--- config.mk ---
export PLATFORM = sky130hd
export DESIGN_NAME = block_tracker
export DESIGN_NICKNAME = d
export VERILOG_FILES = /design/src/rtl/block_tracker.sv
export SDC_FILE = /design/constraint.sdc
export NUM_CORES = 2
export LEC_CHECK = 0
export CAP_MARGIN = 40
export CORE_MARGIN = 2
export CORE_UTILIZATION = 35
export CTS_CLUSTER_SIZE = 30
export DETAILED_ROUTE_END_ITERATION = 16
export PLACE_DENSITY_LB_ADDON = 0.12
export SKIP_LAST_GASP = 1
export SLEW_MARGIN = 15
export SYNTH_ARGS = -nofsm -noshare
export SYNTH_HDL_FRONTEND = slang
export SYNTH_SLANG_ARGS = --single-unit
--- constraint.sdc ---
create_clock -name clk -period 7.3 [get_ports clk]
set_clock_uncertainty 0.1 [all_clocks]
set_input_delay 1.46 -clock clk [delete_from_list [all_inputs] [get_ports clk]]
set_output_delay 1.46 -clock clk [all_outputs]
set_load 0.02 [all_outputs]
--- src/rtl/block_tracker.sv ---
// block_tracker: age-ordered ring of in-flight speculative blocks with oldest-first
// commit, mis-exit flush and optional S-morph revitalization (TRIPS_REVITALIZE_EN).
module block_tracker #(
  parameter int NUM_SLOTS  = 8,
  parameter int MAX_STORES = 32,
  parameter int WR_W       = 6,
  parameter int EXIT_W     = 3,
  parameter int ADDR_W     = 32,
  localparam int SLOT_W    = $clog2(NUM_SLOTS),
  localparam int LSID_W    = $clog2(MAX_STORES)
) (
  input  logic                  clk,
  input  logic                  rst,
  input  logic                  morph_s,
  input  logic                  alloc_valid,
  output logic                  alloc_ready,
  input  logic [ADDR_W-1:0]     alloc_addr,
  input  logic [MAX_STORES-1:0] alloc_store_mask,
  input  logic [WR_W-1:0]       alloc_num_writes,
  input  logic [EXIT_W-1:0]     alloc_pred_exit,
  input  logic [7:0]            alloc_iters,
  output logic [SLOT_W-1:0]     alloc_id,
  input  logic                  st_valid,
  input  logic [SLOT_W-1:0]     st_slot,
  input  logic [LSID_W-1:0]     st_lsid,
  input  logic                  wr_valid,
  input  logic [SLOT_W-1:0]     wr_slot,
  input  logic                  br_valid,
  input  logic [SLOT_W-1:0]     br_slot,
  input  logic [EXIT_W-1:0]     br_exit,
  input  logic [ADDR_W-1:0]     br_target,
  output logic                  commit_valid,
  input  logic                  commit_ready,
  output logic [SLOT_W-1:0]     commit_slot,
  output logic [ADDR_W-1:0]     commit_addr,
  output logic [EXIT_W-1:0]     commit_exit,
  output logic                  flush_valid,
  output logic [NUM_SLOTS-1:0]  flush_mask,
  output logic [ADDR_W-1:0]     flush_addr,
  output logic                  revitalize,
  output logic [SLOT_W-1:0]     revit_slot,
  output logic [NUM_SLOTS-1:0]  inflight
);

  typedef enum logic [1:0] {S_FREE = 2'd0, S_EXEC = 2'd1, S_DONE = 2'd2} slot_state_e;

  slot_state_e           state_q   [NUM_SLOTS];
  slot_state_e           state_d   [NUM_SLOTS];
  logic [ADDR_W-1:0]     addr_q    [NUM_SLOTS];
  logic [ADDR_W-1:0]     addr_d    [NUM_SLOTS];
  logic [MAX_STORES-1:0] mask_q    [NUM_SLOTS];
  logic [MAX_STORES-1:0] mask_d    [NUM_SLOTS];
  logic [MAX_STORES-1:0] rcv_q     [NUM_SLOTS];
  logic [MAX_STORES-1:0] rcv_d     [NUM_SLOTS];
  logic [WR_W-1:0]       nwr_q     [NUM_SLOTS];
  logic [WR_W-1:0]       nwr_d     [NUM_SLOTS];
  logic [WR_W-1:0]       wcnt_q    [NUM_SLOTS];
  logic [WR_W-1:0]       wcnt_d    [NUM_SLOTS];
  logic                  br_seen_q [NUM_SLOTS];
  logic                  br_seen_d [NUM_SLOTS];
  logic [EXIT_W-1:0]     pred_q    [NUM_SLOTS];
  logic [EXIT_W-1:0]     pred_d    [NUM_SLOTS];
  logic [EXIT_W-1:0]     exit_q    [NUM_SLOTS];
  logic [EXIT_W-1:0]     exit_d    [NUM_SLOTS];
`ifdef TRIPS_REVITALIZE_EN
  logic [7:0]            iters_q   [NUM_SLOTS];
  logic [7:0]            iters_d   [NUM_SLOTS];
`endif

  logic [SLOT_W-1:0]    head_q, head_d, tail_q, tail_d;
  logic [SLOT_W:0]      count_q, count_d;
  logic                 flush_valid_q, revit_q;
  logic [NUM_SLOTS-1:0] flush_mask_q, flush_vec;
  logic [ADDR_W-1:0]    flush_addr_q;
  logic [SLOT_W-1:0]    revit_slot_q;

  logic                 alloc_fire, commit_fire, revit_now, free_now, br_ok, mis;
  logic [SLOT_W-1:0]    br_off, off;
  logic [SLOT_W:0]      lim;

  // Handshakes: a transfer happens on a clock edge where valid && ready are both high;
  // valid never depends on ready, and a held valid keeps its payload stable.
  assign alloc_ready  = !rst && (count_q < (SLOT_W+1)'(NUM_SLOTS));
  assign alloc_fire   = alloc_valid && alloc_ready;
  assign alloc_id     = tail_q;
  assign commit_valid = (state_q[head_q] == S_DONE);
  assign commit_fire  = commit_valid && commit_ready;
  assign commit_slot  = commit_valid ? head_q : '0;
  assign commit_addr  = commit_valid ? addr_q[head_q] : '0;
  assign commit_exit  = commit_valid ? exit_q[head_q] : '0;
  assign br_ok        = br_valid && (state_q[br_slot] == S_EXEC) && !br_seen_q[br_slot];
  assign mis          = br_ok && (br_exit != pred_q[br_slot]);
  assign free_now     = commit_fire && !revit_now;

`ifdef TRIPS_REVITALIZE_EN
  assign revit_now = commit_fire && morph_s && (iters_q[head_q] != 8'd0);
`else
  logic unused_revit_inputs;
  assign unused_revit_inputs = ^{morph_s, alloc_iters};
  assign revit_now = 1'b0;
`endif

  assign flush_valid = flush_valid_q;
  assign flush_mask  = flush_mask_q;
  assign flush_addr  = flush_addr_q;
  assign revitalize  = revit_q;
  assign revit_slot  = revit_slot_q;

  always_comb begin
    for (int i = 0; i < NUM_SLOTS; i++) inflight[i] = (state_q[i] != S_FREE);
  end

  // Younger-than-branch is judged by age offset from head; the slot allocated this
  // cycle sits at offset count_q, so extending the limit flushes it too.
  always_comb begin
    flush_vec = '0;
    off       = '0;
    br_off    = br_slot - head_q;
    lim       = count_q + {{SLOT_W{1'b0}}, alloc_fire};
    for (int i = 0; i < NUM_SLOTS; i++) begin
      off = SLOT_W'(i) - head_q;
      if (mis && (off > br_off) && ({1'b0, off} < lim)) flush_vec[i] = 1'b1;
    end
  end

  always_comb begin
    state_d   = state_q;
    addr_d    = addr_q;
    mask_d    = mask_q;
    rcv_d     = rcv_q;
    nwr_d     = nwr_q;
    wcnt_d    = wcnt_q;
    br_seen_d = br_seen_q;
    pred_d    = pred_q;
    exit_d    = exit_q;
`ifdef TRIPS_REVITALIZE_EN
    iters_d   = iters_q;
`endif
    for (int i = 0; i < NUM_SLOTS; i++) begin
      if (state_q[i] == S_EXEC) begin
        if (st_valid && (st_slot == SLOT_W'(i)) && mask_q[i][st_lsid]) rcv_d[i][st_lsid] = 1'b1;
        if (wr_valid && (wr_slot == SLOT_W'(i)) && (wcnt_q[i] < nwr_q[i]))
          wcnt_d[i] = wcnt_q[i] + WR_W'(1);
        if (br_ok && (br_slot == SLOT_W'(i))) begin
          br_seen_d[i] = 1'b1;
          exit_d[i]    = br_exit;
        end
        if ((rcv_d[i] == mask_q[i]) && (wcnt_d[i] == nwr_q[i]) && br_seen_d[i])
          state_d[i] = S_DONE;
      end
      if (alloc_fire && (tail_q == SLOT_W'(i))) begin
        state_d[i]   = S_EXEC;
        addr_d[i]    = alloc_addr;
        mask_d[i]    = alloc_store_mask;
        nwr_d[i]     = alloc_num_writes;
        pred_d[i]    = alloc_pred_exit;
        rcv_d[i]     = '0;
        wcnt_d[i]    = '0;
        br_seen_d[i] = 1'b0;
        exit_d[i]    = '0;
`ifdef TRIPS_REVITALIZE_EN
        iters_d[i]   = alloc_iters;
`endif
      end
      if (commit_fire && (head_q == SLOT_W'(i))) begin
        if (revit_now) begin
          state_d[i]   = S_EXEC;
          rcv_d[i]     = '0;
          wcnt_d[i]    = '0;
          br_seen_d[i] = 1'b0;
`ifdef TRIPS_REVITALIZE_EN
          iters_d[i]   = iters_q[i] - 8'd1;
`endif
        end else begin
          state_d[i] = S_FREE;
        end
      end
      if (flush_vec[i]) state_d[i] = S_FREE;
    end
  end

  always_comb begin
    head_d  = head_q;
    tail_d  = tail_q;
    count_d = count_q + {{SLOT_W{1'b0}}, alloc_fire} - {{SLOT_W{1'b0}}, free_now};
    if (free_now)   head_d = head_q + SLOT_W'(1);
    if (alloc_fire) tail_d = tail_q + SLOT_W'(1);
    // A mis-exit truncates the ring right after the branching block.
    if (mis) begin
      tail_d  = br_slot + SLOT_W'(1);
      count_d = {1'b0, br_off} + (SLOT_W+1)'(1) - {{SLOT_W{1'b0}}, free_now};
    end
  end

  always_ff @(posedge clk) begin
    if (rst) begin
      for (int i = 0; i < NUM_SLOTS; i++) begin
        state_q[i]   <= S_FREE;
        addr_q[i]    <= '0;
        mask_q[i]    <= '0;
        rcv_q[i]     <= '0;
        nwr_q[i]     <= '0;
        wcnt_q[i]    <= '0;
        br_seen_q[i] <= 1'b0;
        pred_q[i]    <= '0;
        exit_q[i]    <= '0;
`ifdef TRIPS_REVITALIZE_EN
        iters_q[i]   <= '0;
`endif
      end
      head_q        <= '0;
      tail_q        <= '0;
      count_q       <= '0;
      flush_valid_q <= 1'b0;
      flush_mask_q  <= '0;
      flush_addr_q  <= '0;
      revit_q       <= 1'b0;
      revit_slot_q  <= '0;
    end else begin
      state_q       <= state_d;
      addr_q        <= addr_d;
      mask_q        <= mask_d;
      rcv_q         <= rcv_d;
      nwr_q         <= nwr_d;
      wcnt_q        <= wcnt_d;
      br_seen_q     <= br_seen_d;
      pred_q        <= pred_d;
      exit_q        <= exit_d;
`ifdef TRIPS_REVITALIZE_EN
      iters_q       <= iters_d;
`endif
      head_q        <= head_d;
      tail_q        <= tail_d;
      count_q       <= count_d;
      flush_valid_q <= mis;
      flush_mask_q  <= flush_vec;
      flush_addr_q  <= mis ? br_target : '0;
      revit_q       <= revit_now;
      revit_slot_q  <= revit_now ? head_q : '0;
    end
  end

endmodule

==> impl_metrics.sql <==
INSERT INTO impl_metrics (metric_group, metric, value, unit) VALUES
('route', 'detail-route-antenna-nets', '0', ''),
('sta', 'totalNegativeSetupSlack', '0', 'ns'),
('setup_path', 'worstSetupPathType', 'primary input to flop', ''),
('setup_path', 'cp_top_family', 'compound AO/OA/AOI/OAI gates', ''),
('placed_design', 'place_hpwl', '151800', 'um'),
('clock_network', 'cts.repair_timing.setup_buffer_count', '0', ''),
('die', 'core', '137000', 'um2'),
('placed_design', 'port_buffer_cells', '220', ''),
('finish', 'multi_input_comb_area', '25590', 'um2'),
('sta', 'timing.final.crit_share', '76.18', '%'),
('synthesis', 'synth-adder-area-share', '2.431', '%'),
('clock_network', 'cts.sinks', '987', ''),
('setup_path', 'reg2reg_from', 'head_q[0]$_SDFFE_PP0P_', ''),
('run', 'timing.max_cap.violations', '0', ''),
('clock_network', 'insertion_delay', '0.77', 'ns'),
('setup_path', 'worst-path-max-fanout', '19', ''),
('synthesis', 'synth_edf_count', '0', ''),
('setup_path', 'cp-end-kind', 'flop', ''),
('sta', 'final_period_minus_worst_setup_slack', '5.561', 'ns'),
('synthesis', 'synth_async_sr_flop_share', '0', '%'),
('synthesis', 'synthesis.yosys.warnings', '0', ''),
('finish', 'fraction_of_layout_instances_using_a_drive_strength_above_1', '8.360', '%'),
('synthesis', 'synth-simple-area-share', '23.79', '%'),
('synthesis', 'synth_area_leaders', 'dfxtp_1 41%, nand2_1 11%, a21oi_1 9.8%', ''),
('global_route', 'gr-total-overflow', '0', ''),
('setup_path', 'worstPathArrival', '6.04', 'ns'),
('synthesis', 'synth_top_family_by_area', 'simple AND/OR/NAND/NOR gates', ''),
('route', 'drt_drc_violations_left', '0', ''),
('route', 'drt_wl_total', '218700', 'um'),
('global_route', 'grt_pass1_vias', '42380', ''),
('setup_path', 'timing.critical_path.mode_cell', 'buf_4', ''),
('clock_network', 'holdBufCountCts', '0', ''),
('setup_path', 'cpMaxStageDelayCell', 'or3b_1', ''),
('synthesis', 'post_synth_instance_area', '48180', 'um2'),
('clock_network', 'numCtsBuffers', '114', ''),
('power_and_ir_drop', 'leakagePower', '19.60', 'nW'),
('global_route', 'grt_util_all_layers', '30.21', '%'),
('synthesis', 'synth.lib_cells_used.distinct', '91', ''),
('power_and_ir_drop', 'cell_internal_pwr', '9.306', 'mW'),
('sta', 'max_freq', '0.1798', 'GHz'),
('sta', 'tightest_slew', '1.004', 'ns'),
('global_route', 'grt_antenna_before_repair', '8', ''),
('synthesis', 'netlist_instances', '6204', ''),
('finish', 'final_cell_mix', '1422 x nand2_1, 984 x dfxtp_1, 939 x a21oi_1', ''),
('clock_network', 'cts_tree', 'yes', ''),
('route', 'drt-initial-drc-count', '4942', ''),
('synthesis', 'synth.largest_area_cell', 'dfxtp_1', ''),
('finish', 'fillCellCount', '13970', ''),
('setup_path', 'reg2reg_setup_slack', '3.24', 'ns'),
('clock_network', 'ctsRootBufferMaster', 'clkbuf_16', ''),
('setup_path', 'critical_path_buf_inv_count', '3', ''),
('clock_network', 'post_cts.resized_instances', '0', ''),
('synthesis', 'ys.flop_type', 'dfxtp_1', ''),
('outcome', 'run_status', 'complete, no violations', ''),
('clock_network', 'clk_path_buf_depth', '3', ''),
('global_route', 'grt_max_degree', '178', ''),
('sta', 'timing_hold_violations_final', '0', ''),
('finish', 'most_common_cell_after_layout_fill_and_taps_aside', 'nand2_1', ''),
('die', 'die_w', '375.0', 'um'),
('power_and_ir_drop', 'power_frac_clock', '49.5', '%'),
('setup_path', 'worst_setup_start_kind', 'primary input', ''),
('sta', 'rsz0062_at_grt', 'false', ''),
('route', 'wire_length_per_cell', '26.79', 'um'),
('synthesis', 'synth_compound_gate_area_share', '17.20', '%'),
('power_and_ir_drop', 'power_density', '219.7', 'nW/um2'),
('hold_path', 'min_delay_worst_endpoint', 'addr_q[18]$_SDFFE_PP0P_', ''),
('die', 'core.rowCount', '136', ''),
('clock_network', 'clk_transition_reported_paths', '0.06', 'ns'),
('setup_path', 'crit_chain', 'clkdlybuf4s50_1 -> buf_4 -> or3b_1 -> nor2_2 -> o311ai_0 -> a2111oi_0 -> nand4_1 -> a2111oi_1 -> buf_4 -> o2111ai_1 -> o41ai_1 -> a211oi_1', ''),
('setup_path', 'critPathRequiredTime', '7.78', 'ns'),
('route', 'avgViaCountPerCell', '5.577', '');
## flip-flops by register name, summed over array words and instances (netlist names)
signal       cells
addr_q         256
alloc_id         3
br_seen_q        8
count_q          4
exit_q          24
flush_addr      32
flush_mask       8
flush_valid      1
head_q           3
mask_q         256
nwr_q           48
pred_q          24
rcv_q          256
state_q         16
wcnt_q          48
## cells in the mapped netlist, drive strengths merged (7+ instances only)
master / number
and2: 40
nor3b: 13
o211ai: 13
mux2i: 167
o2111ai: 21
buf: 123
xor2: 56
nand4: 44
a311oi: 10
or2: 10
nand2: 1428
a41oi: 7
a21o: 11
nor4: 53
a211oi: 29
and3: 16
nor2b: 164
or4: 11
nor2: 535
a2111oi: 37
or4b: 7
a31oi: 23
inv: 253
a21oi: 939
nor3: 45
nand4b: 11
clkbuf: 337
nand3: 50
a22oi: 11
o22ai: 168
o21ai: 83
xnor2: 66
mux4: 76
nand4bb: 10
ha: 92
or3: 17
dfxtp: 987
nand2b: 126
a221oi: 16
## worst max-delay path by stage
stage | startpoint | to | slack (ns) | cells past startpoint
after floorplan | br_slot[0] | alloc_id[2]$_SDFFE_PP0P_ | 3.15 | 14
after global placement | st_lsid[2] | state_q[14]$_SDFFE_PP0P_ | 0.99 | 11
after detailed placement | st_lsid[0] | state_q[2]$_SDFFE_PP0P_ | 1.03 | 10
after CTS | head_q[0]$_SDFFE_PP0P_ | commit_exit[2] | 1.77 | 7
after global routing | st_lsid[0] | state_q[2]$_SDFFE_PP0P_ | 1.47 | 11
final | st_lsid[3] | state_q[6]$_SDFFE_PP0P_ | 1.74 | 12
## layer usage
metal  wire length, um  track usage (%)  vias up  part of all wire, %
met5                12                0        -               0.0055
met4             11680            14.71        2                  5.3
met3             15130            5.035      414                  6.9
met2             98050            47.36     1734                   45
met1             93860            40.24    22170                   43
li1                  -                -    21210                    -
## layout make-up
type | instances | area share, %
multi-input cells | 4506 | 45.20
flip-flops and latches | 987 | 34.91
repair buffers | 408 | 7.104
clock buffers | 162 | 5.853
well taps | 1794 | 3.964
inverters | 253 | 1.677
clock inverters | 48 | 1.264
diodes | 6 | 0.02652
## power groups by stage
stage / clock (mW) / sequential (mW) / combinational, mW
3_3_place_gp: 0 / 5.58 / 0.772
5_1_grt: 6.48 / 5.47 / 0.847
2_1_floorplan: 0 / 5.57 / 0.418
6_report: 6.16 / 5.46 / 0.819
3_5_place_dp: 0 / 5.58 / 0.798
4_1_cts: 6.28 / 5.46 / 0.800
## tightest hold or removal path, stage by stage, from the launching register on
cell and delay, ns:
dfxtp_1 0.31, nand2_1 0.05, a21oi_1 0.05
## per-stage QoR
stage	power, mW	utilization (%)	hold slack [ns]	cell area [um2]	cells
after global routing	12.80	41.33	0.3681	56610	8158
after floorplan	5.986	-	0.3331	48190	6207
after global placement	6.353	37.96	0.3384	51990	7915
final	12.44	41.34	0.3511	56620	8164
after detailed placement	6.381	38.35	0.3431	52540	7946
after CTS	12.54	41.30	0.3513	56570	8156
## logic make-up (layout without fill, tap and decap cells)
family / after synthesis / count (layout)
and+or+nand+nor: 2600 / 2600
AOI/OAI and AO/OA: 1444 / 1444
DFF: 987 / 987
buffers and inverters: 714 / 871
muxes: 243 / 243
xor gates and xnor gates: 122 / 122
adders and majority gates: 93 / 93
other: 1 / 10
Power figures use the tool's default switching activity.
